<file path="config.mk">
export PLATFORM = sky130hd
export DESIGN_NAME = control_paquetes
export DESIGN_NICKNAME = d
export VERILOG_FILES = /design/src/rtl/control_paquetes.sv
export SDC_FILE = /design/constraint.sdc
export NUM_CORES = 1
export LEC_CHECK = 0
export CORE_MARGIN = 8
export CORE_UTILIZATION = 48
export DETAILED_ROUTE_END_ITERATION = 6
export PLACE_DENSITY_LB_ADDON = 0.05
export SLEW_MARGIN = 20
export SYNTH_ARGS = -nofsm -noshare
export SYNTH_HDL_FRONTEND = slang
export SYNTH_SLANG_ARGS = --single-unit
</file>
<file path="constraint.sdc">
create_clock -name clk -period 2.9 [get_ports clk]
set_input_delay 0.29 -clock clk [delete_from_list [all_inputs] [get_ports clk]]
set_output_delay 0.29 -clock clk [all_outputs]
set_load 0.03 [all_outputs]
</file>
<file path="src/rtl/control_paquetes.sv">
// Byte-to-word packet assembler: collects four bytes into a 32-bit word and
// hands it off. Optional partial-packet timeout under CTRL_PAQUETES_TIMEOUT_EN.

// state     | meaning
// ----------+-------------------------------------------------------
// S_IDLE    | no bytes held, sel=0, ready for the first byte
// S_COLLECT | 1..3 bytes held, waiting for the rest of the packet
// S_HOLD    | 4 bytes held, word_valid=1, waiting for word_ready

module control_paquetes #(
  parameter int unsigned TIMEOUT_CYCLES = 255
) (
  input  logic        clk,
  input  logic        rst,
  input  logic [7:0]  byte_in,
  input  logic        byte_valid,
  output logic        byte_ready,
  input  logic        word_ready,
  output logic        word_valid,
  output logic [31:0] word_out,
  output logic [1:0]  sel,
  output logic [7:0]  pkt_count,
  output logic        timeout
);

  typedef enum logic [1:0] {
    S_IDLE    = 2'd0,
    S_COLLECT = 2'd1,
    S_HOLD    = 2'd2
  } state_t;

  state_t      r_state;
  state_t      w_state_nxt;
  logic [1:0]  r_sel;
  logic [31:0] r_word;
  logic [7:0]  r_pkt_count;
  logic        w_accept;
  logic        w_handoff;
  logic        w_timeout_hit;

  if (TIMEOUT_CYCLES < 1 || TIMEOUT_CYCLES > 255) begin : g_param_check
    $error("control_paquetes: TIMEOUT_CYCLES must be within 1..255");
  end

  assign byte_ready = (r_state != S_HOLD);
  assign w_accept   = byte_valid && byte_ready;
  assign w_handoff  = (r_state == S_HOLD) && word_ready;

`ifdef CTRL_PAQUETES_TIMEOUT_EN
  localparam logic [7:0] TO_LAST = 8'(TIMEOUT_CYCLES - 1);

  logic [7:0] r_to_cnt;
  logic       r_timeout;

  // The edge that would bring the counter to TIMEOUT_CYCLES is the one that aborts.
  assign w_timeout_hit = (r_state == S_COLLECT) && !w_accept && (r_to_cnt == TO_LAST);

  always_ff @(posedge clk or negedge rst) begin
    if (!rst) begin
      r_to_cnt  <= 8'd0;
      r_timeout <= 1'b0;
    end else begin
      r_timeout <= w_timeout_hit;
      if ((r_state != S_COLLECT) || w_accept || w_timeout_hit) begin
        r_to_cnt <= 8'd0;
      end else begin
        r_to_cnt <= r_to_cnt + 8'd1;
      end
    end
  end

  assign timeout = r_timeout;
`else
  assign w_timeout_hit = 1'b0;
  assign timeout       = 1'b0;
`endif

  always_ff @(posedge clk or negedge rst) begin
    if (!rst) begin
      r_state <= S_IDLE;
    end else begin
      r_state <= w_state_nxt;
    end
  end

  always_comb begin
    w_state_nxt = r_state;
    case (r_state)
      S_IDLE: begin
        if (w_accept) w_state_nxt = S_COLLECT;
      end
      S_COLLECT: begin
        if (w_timeout_hit) begin
          w_state_nxt = S_IDLE;
        end else if (w_accept && (r_sel == 2'd3)) begin
          w_state_nxt = S_HOLD;
        end
      end
      S_HOLD: begin
        if (word_ready) w_state_nxt = S_IDLE;
      end
      default: w_state_nxt = S_IDLE;
    endcase
  end

  // Slots not rewritten keep stale bytes; only the word under word_valid matters.
  always_ff @(posedge clk or negedge rst) begin
    if (!rst) begin
      r_sel       <= 2'd0;
      r_word      <= 32'd0;
      r_pkt_count <= 8'd0;
    end else begin
      if (w_accept) begin
        r_word[{r_sel, 3'b000} +: 8] <= byte_in;
        r_sel                        <= r_sel + 2'd1;
      end else if (w_timeout_hit) begin
        r_sel <= 2'd0;
      end
      if (w_handoff) begin
        r_pkt_count <= r_pkt_count + 8'd1;
      end
    end
  end

  assign word_valid = (r_state == S_HOLD);
  assign word_out   = r_word;
  assign sel        = r_sel;
  assign pkt_count  = r_pkt_count;

endmodule
</file>
# --- Word-level counts from Yosys, hierarchy flattened ---
# Cells that the tools add are included.
# Widths: inputs -> output; s select.
totals:
  elab_cells: 26
  input_bits: 12
  reg_bits: 44
  output_inout_bits: 45
op_classes:
  addsub: 3
  n_eq_ne: 7
  n_reduce_logical: 5
  n_shift: 2
  n_mux: 5
ops:
  columns: ["op", "n"]
  rows:
  - ["$bwmux 32", 1]
  - ["$shift 8x7->32 const A", 1]
  - ["$shiftx 8x7->32", 1]
  - ["$add 8x1->8 const B", 1]
  - ["$ne 2x2->1 const B", 4]
  - ["$neg 5->7", 1]
  - ["$mux 2", 3]
  - ["$pmux 2 s3", 1]
  - ["$eq 2x2->1 const B", 2]
  - ["$logic_and 1x1->1", 3]
  - ["$reduce_and 3->1", 1]
  - ["$add 2x1->2 const B", 1]
  - ["$eq 2x1->1 const B", 1]
  - ["$logic_not 2->1", 1]

# --- Depth between registers and ports, before layout ---
logic_depth:
  ltp_word: 5
  ltp_mapped: 6
  mapped_depth_nobuf: 5

# --- Worst setup path after synthesis ---
# No wires, ideal clock.
synth_timing:
  kind: "register to register"
  start: "reg r_sel[0], in the netlist sel[0]"
  end: "reg r_word[10], in the netlist word_out[10]"
  slack_ns: 0.996
  path_buffers: 1
  setup_ns: 0.121
  arrival_ns: 1.783
  path_stages_with_launch: 7
  cell_sequence: "dfrtp_1 inv_1 ha_1 nor4bb_1 and4_1 buf_6 a22o_1"
synth_between:
  elab_chain_cells: 3
  elab_cells_between_ends: 4
  classes_between: "1 x add/sub; 2 x shift; 1 x mux"
synth_rtl:
  columns: ["element", "line", "text"]
  rows:
  - ["start: declaration", "34", "logic [1:0] r_sel;"]
  - ["start signal: assignment", "115", "r_sel <= r_sel + 2'd1;"]
  - ["$neg 5->7 *", "114", "r_word[{r_sel, 3'b000} +: 8] <= byte_in;"]
  - ["$shiftx 8x7->32 / $shift 8x7->32 (equally long branches)", "114", null]
  - ["$bwmux 32 *", "114", null]
  - ["end signal: indexed assignment", "114", null]
  - ["end: declaration", "35", "logic [31:0] r_word;"]
# Every way passes the cells marked *; elsewhere a longest branch is shown, timed or not.
# A chain may end at the register's enable or synchronous reset.

# --- Final worst setup path ---
layout_timing:
  start: "reg r_state[0]"
  end: "out word_valid"
layout_between:
  elab_chain_cells: 1
layout_rtl:
  columns: ["element", "line", "text"]
  rows:
  - ["start: declaration", "32", "state_t r_state;"]
  - ["start signal: assignment", "82", "r_state <= w_state_nxt;"]
  - ["$eq 2x2->1", "125", "assign word_valid = (r_state == S_HOLD);"]
  - ["end: declaration", "19", "output logic word_valid,"]
# Every way passes these cells.

==> metrics.yaml <==
detailed_routing:
  wl_um: 4560
  post_drt_wl_per_cell_um: 17.0
  first_pass_iters: 4
  drt_iter0_markers: 82
  vias: 1386
  postRouteAntennaNets: 0
  route.detailed.drc: 0
  viasPerCell: 5.15
sta:
  finalClockSkew_ps: 4.66
  finalHoldViolations: 25
  max-slew-margin-rel: 0.629
  setup-violations-final: 0
  rsz0062_at_grt: "no"
  slew_violations: 0
  setup_tns_ps: 0
  post-route-min-period_ps: 2160
  finalWorstSetupSlack_ps: 739
  max_freq_ghz: 0.463
  holdWs_ps: -23.6
  finalCritPeriodShare: 0.745
  worst_slew_pin_slew_ps: 556
synth:
  synth_seq_cells: 44
  yosys-top-cells-count: "44 x dfrtp_1, 20 x inv_1, 19 x nand2_1"
  syn_area_sq_um: 2000
  ys_types: 29
  synthTopCellsByArea: "dfrtp_1 55%, mux2i_1 8.0%, a22o_1 6.1%"
  ys.flop_type: "dfrtp_1"
  synth_warnings: 0
  avgSynthCellArea_sq_um: 12.2
  yosysMostFrequentCell: "dfrtp_1"
  synth.top_cell.area_share: 0.552
  netlist_instances: 164
  yosysSeqAreaShare: 0.552
  synthArstFlopShare: 1.00
  synthesis.nets: 182
  synth_edf_count: 0
  yosys.area.top_type: "dfrtp_1"
floorplan:
  die_y_um: 80.5
  die_w_um: 80.5
  floorplan.initialDensity: 0.499
  die_area_sq_um: 6480
  row_count: 23
  core_sq_um: 4000
  ios: 57
placed_design:
  dpl.cell_count: 261
  io_buffers: 55
  dp_hpwl_um: 3470
  dpl_worst_slack_ps: 926
  gp_congestion: 0.769
critical_path:
  crit_end: "word_valid"
  reg2reg_from: "sel[0]"
  crit_type: "reg -> out"
  ff2ff_setup_slack_ps: 900
  crit_cells: 3
  cpMaxStageDelayCell: "clkdlybuf4s50_1"
  cp_max_fo: 10
  worstPathArrival_ps: 1870
  startpoint: "r_state[0]"
  critPathRequiredTime_ps: 2610
  r2r_end: "word_out[15]"
  max_stage_delay_ps: 680
  endpoint_kind: "output pin"
  crit_chain: "nand2b_1 > inv_1 > clkdlybuf4s50_1"
  critPathLaunchType: "flip-flop"
  crit_family: "buffers and inverters"
  cp_num_buf_inv: 2
  ff2ff_path_depth: 5
clock_tree:
  root_buffer: "clkbuf_8"
  cts_buffers: 5
  cts_resized: 0
  ctsHoldBuffers: 0
  cts_sinks: 44
  htreeDepth: 2
  cts_buffer_depth: 2
  insertion_delay_ps: 290
  cts.clk_slew.worst_paths_ps: 80
  cts_tree: "yes"
  post_cts_buffers: 0
global_routing:
  first_global_vias: 1489
  grt_remaining_overflow: 0
  grt_max_degree: 45
  grt.total_usage: 0.149
  grt_pass1_wl_um: 7490
  grt_antenna_before_repair: 0
run_status:
  status: "finished with violations"
  failed_checks: "hold timing"
power_and_ir_drop:
  ir_drop_mv: 0.669
  powerDensity_nw_per_um2: 992
  power_leakage_nw: 1.15
flow_run:
  cap_violations: 0
worst_hold_path:
  hold_class: "in -> async"
cells_and_area:
  diodes: 0
  finalNetCount: 236
  final_core_util: 0.661
  drive_gt1_frac: 0.0822
  instances_no_fill: 269
  area_growth_pct: 32.5
-- per-layer routing --
| metal | vias up | global-route usage | routed length [um] | part of all wire |
|---|---|---|---|---|
| li1 | 664 | - | - | - |
| met1 | 677 | 0.176 | 1970 | 0.43 |
| met2 | 41 | 0.241 | 2180 | 0.48 |
| met3 | 4 | 0.0580 | 370 | 0.081 |
| met4 | 0 | 0.0473 | 41 | 0.0090 |
| met5 | - | 0 | 0 | 0 |
-- cells in the final DEF, fill, tap and decap left out, types with 2 or more instances in the layout --
| master | n |
|---|---|
| and4_1 | 3 |
| a22o_2 | 2 |
| a22o_1 | 14 |
| nand2_1 | 19 |
| clkbuf_8 | 5 |
| clkdlybuf4s50_1 | 54 |
| xnor2_1 | 7 |
| ha_1 | 6 |
| and3_4 | 2 |
| dfrtp_1 | 44 |
| inv_1 | 20 |
| mux2i_1 | 16 |
| nand3_1 | 7 |
| mux2_2 | 2 |
-- state kept, by name, summed over array words and instances (netlist names) --
| register | count |
|---|---|
| r_state | 2 |
| sel | 2 |
| pkt_count | 8 |
| word_out | 32 |
-- cell families (layout without fill, tap and decap cells) --
kind of cell / Yosys count / in the layout / synth area share
fa+ha+maj: 6 / 6 / 0.0376
compound gates: 19 / 19 / 0.0821
mux: 18 / 18 / 0.0915
other cells: 1 / 1 / 0.00188
buf+inv: 28 / 83 / 0.0746
xor+xnor: 7 / 7 / 0.0307
simple gates: 41 / 41 / 0.130
flops: 44 / 44 / 0.552
-- how the worst min path moves through the flow --
stage                               to  slack (ps)  depth (start not counted)
after CTS                 word_out[24]         170                          1
after global placement    pkt_count[7]         460                          1
after global routing      word_out[16]          20                          1
after floorplan           pkt_count[0]          -6                          0
final                      word_out[3]         -20                          1
after detailed placement  pkt_count[7]         470                          1
-- cell type report --
| cell class | instances | area, sq um |
|---|---|---|
| clock buffers | 5 | 68.8 |
| well taps | 50 | 62.6 |
| repair buffers | 55 | 548 |
| fillers | 320 | 1360 |
| flip-flops and latches | 44 | 1100 |
| multi-input cells | 92 | 746 |
| clock inverters | 3 | 42.5 |
| inverters | 20 | 75.1 |
-- stage by stage --
stage | area (sq um) | total power, W | hold slack (ps)
floorplan | 2000 | 0.00171 | -5.59
global placement | 2530 | 0.00215 | 460
detailed placement | 2530 | 0.00219 | 474
CTS | 2640 | 0.00266 | 171
global route | 2640 | 0.00277 | 20.9
finish | 2640 | 0.00262 | -23.6
-- where the power goes --
group	internal, W	leakage [nW]	switching, W
combinational	0.000548	0.497	0.000682
clock	0.000255	0.0541	0.000203
sequential	0.000789	0.597	0.000147
total	0.00159	1.15	0.00103
No activity file was read; power rests on OpenSTA's default activity.
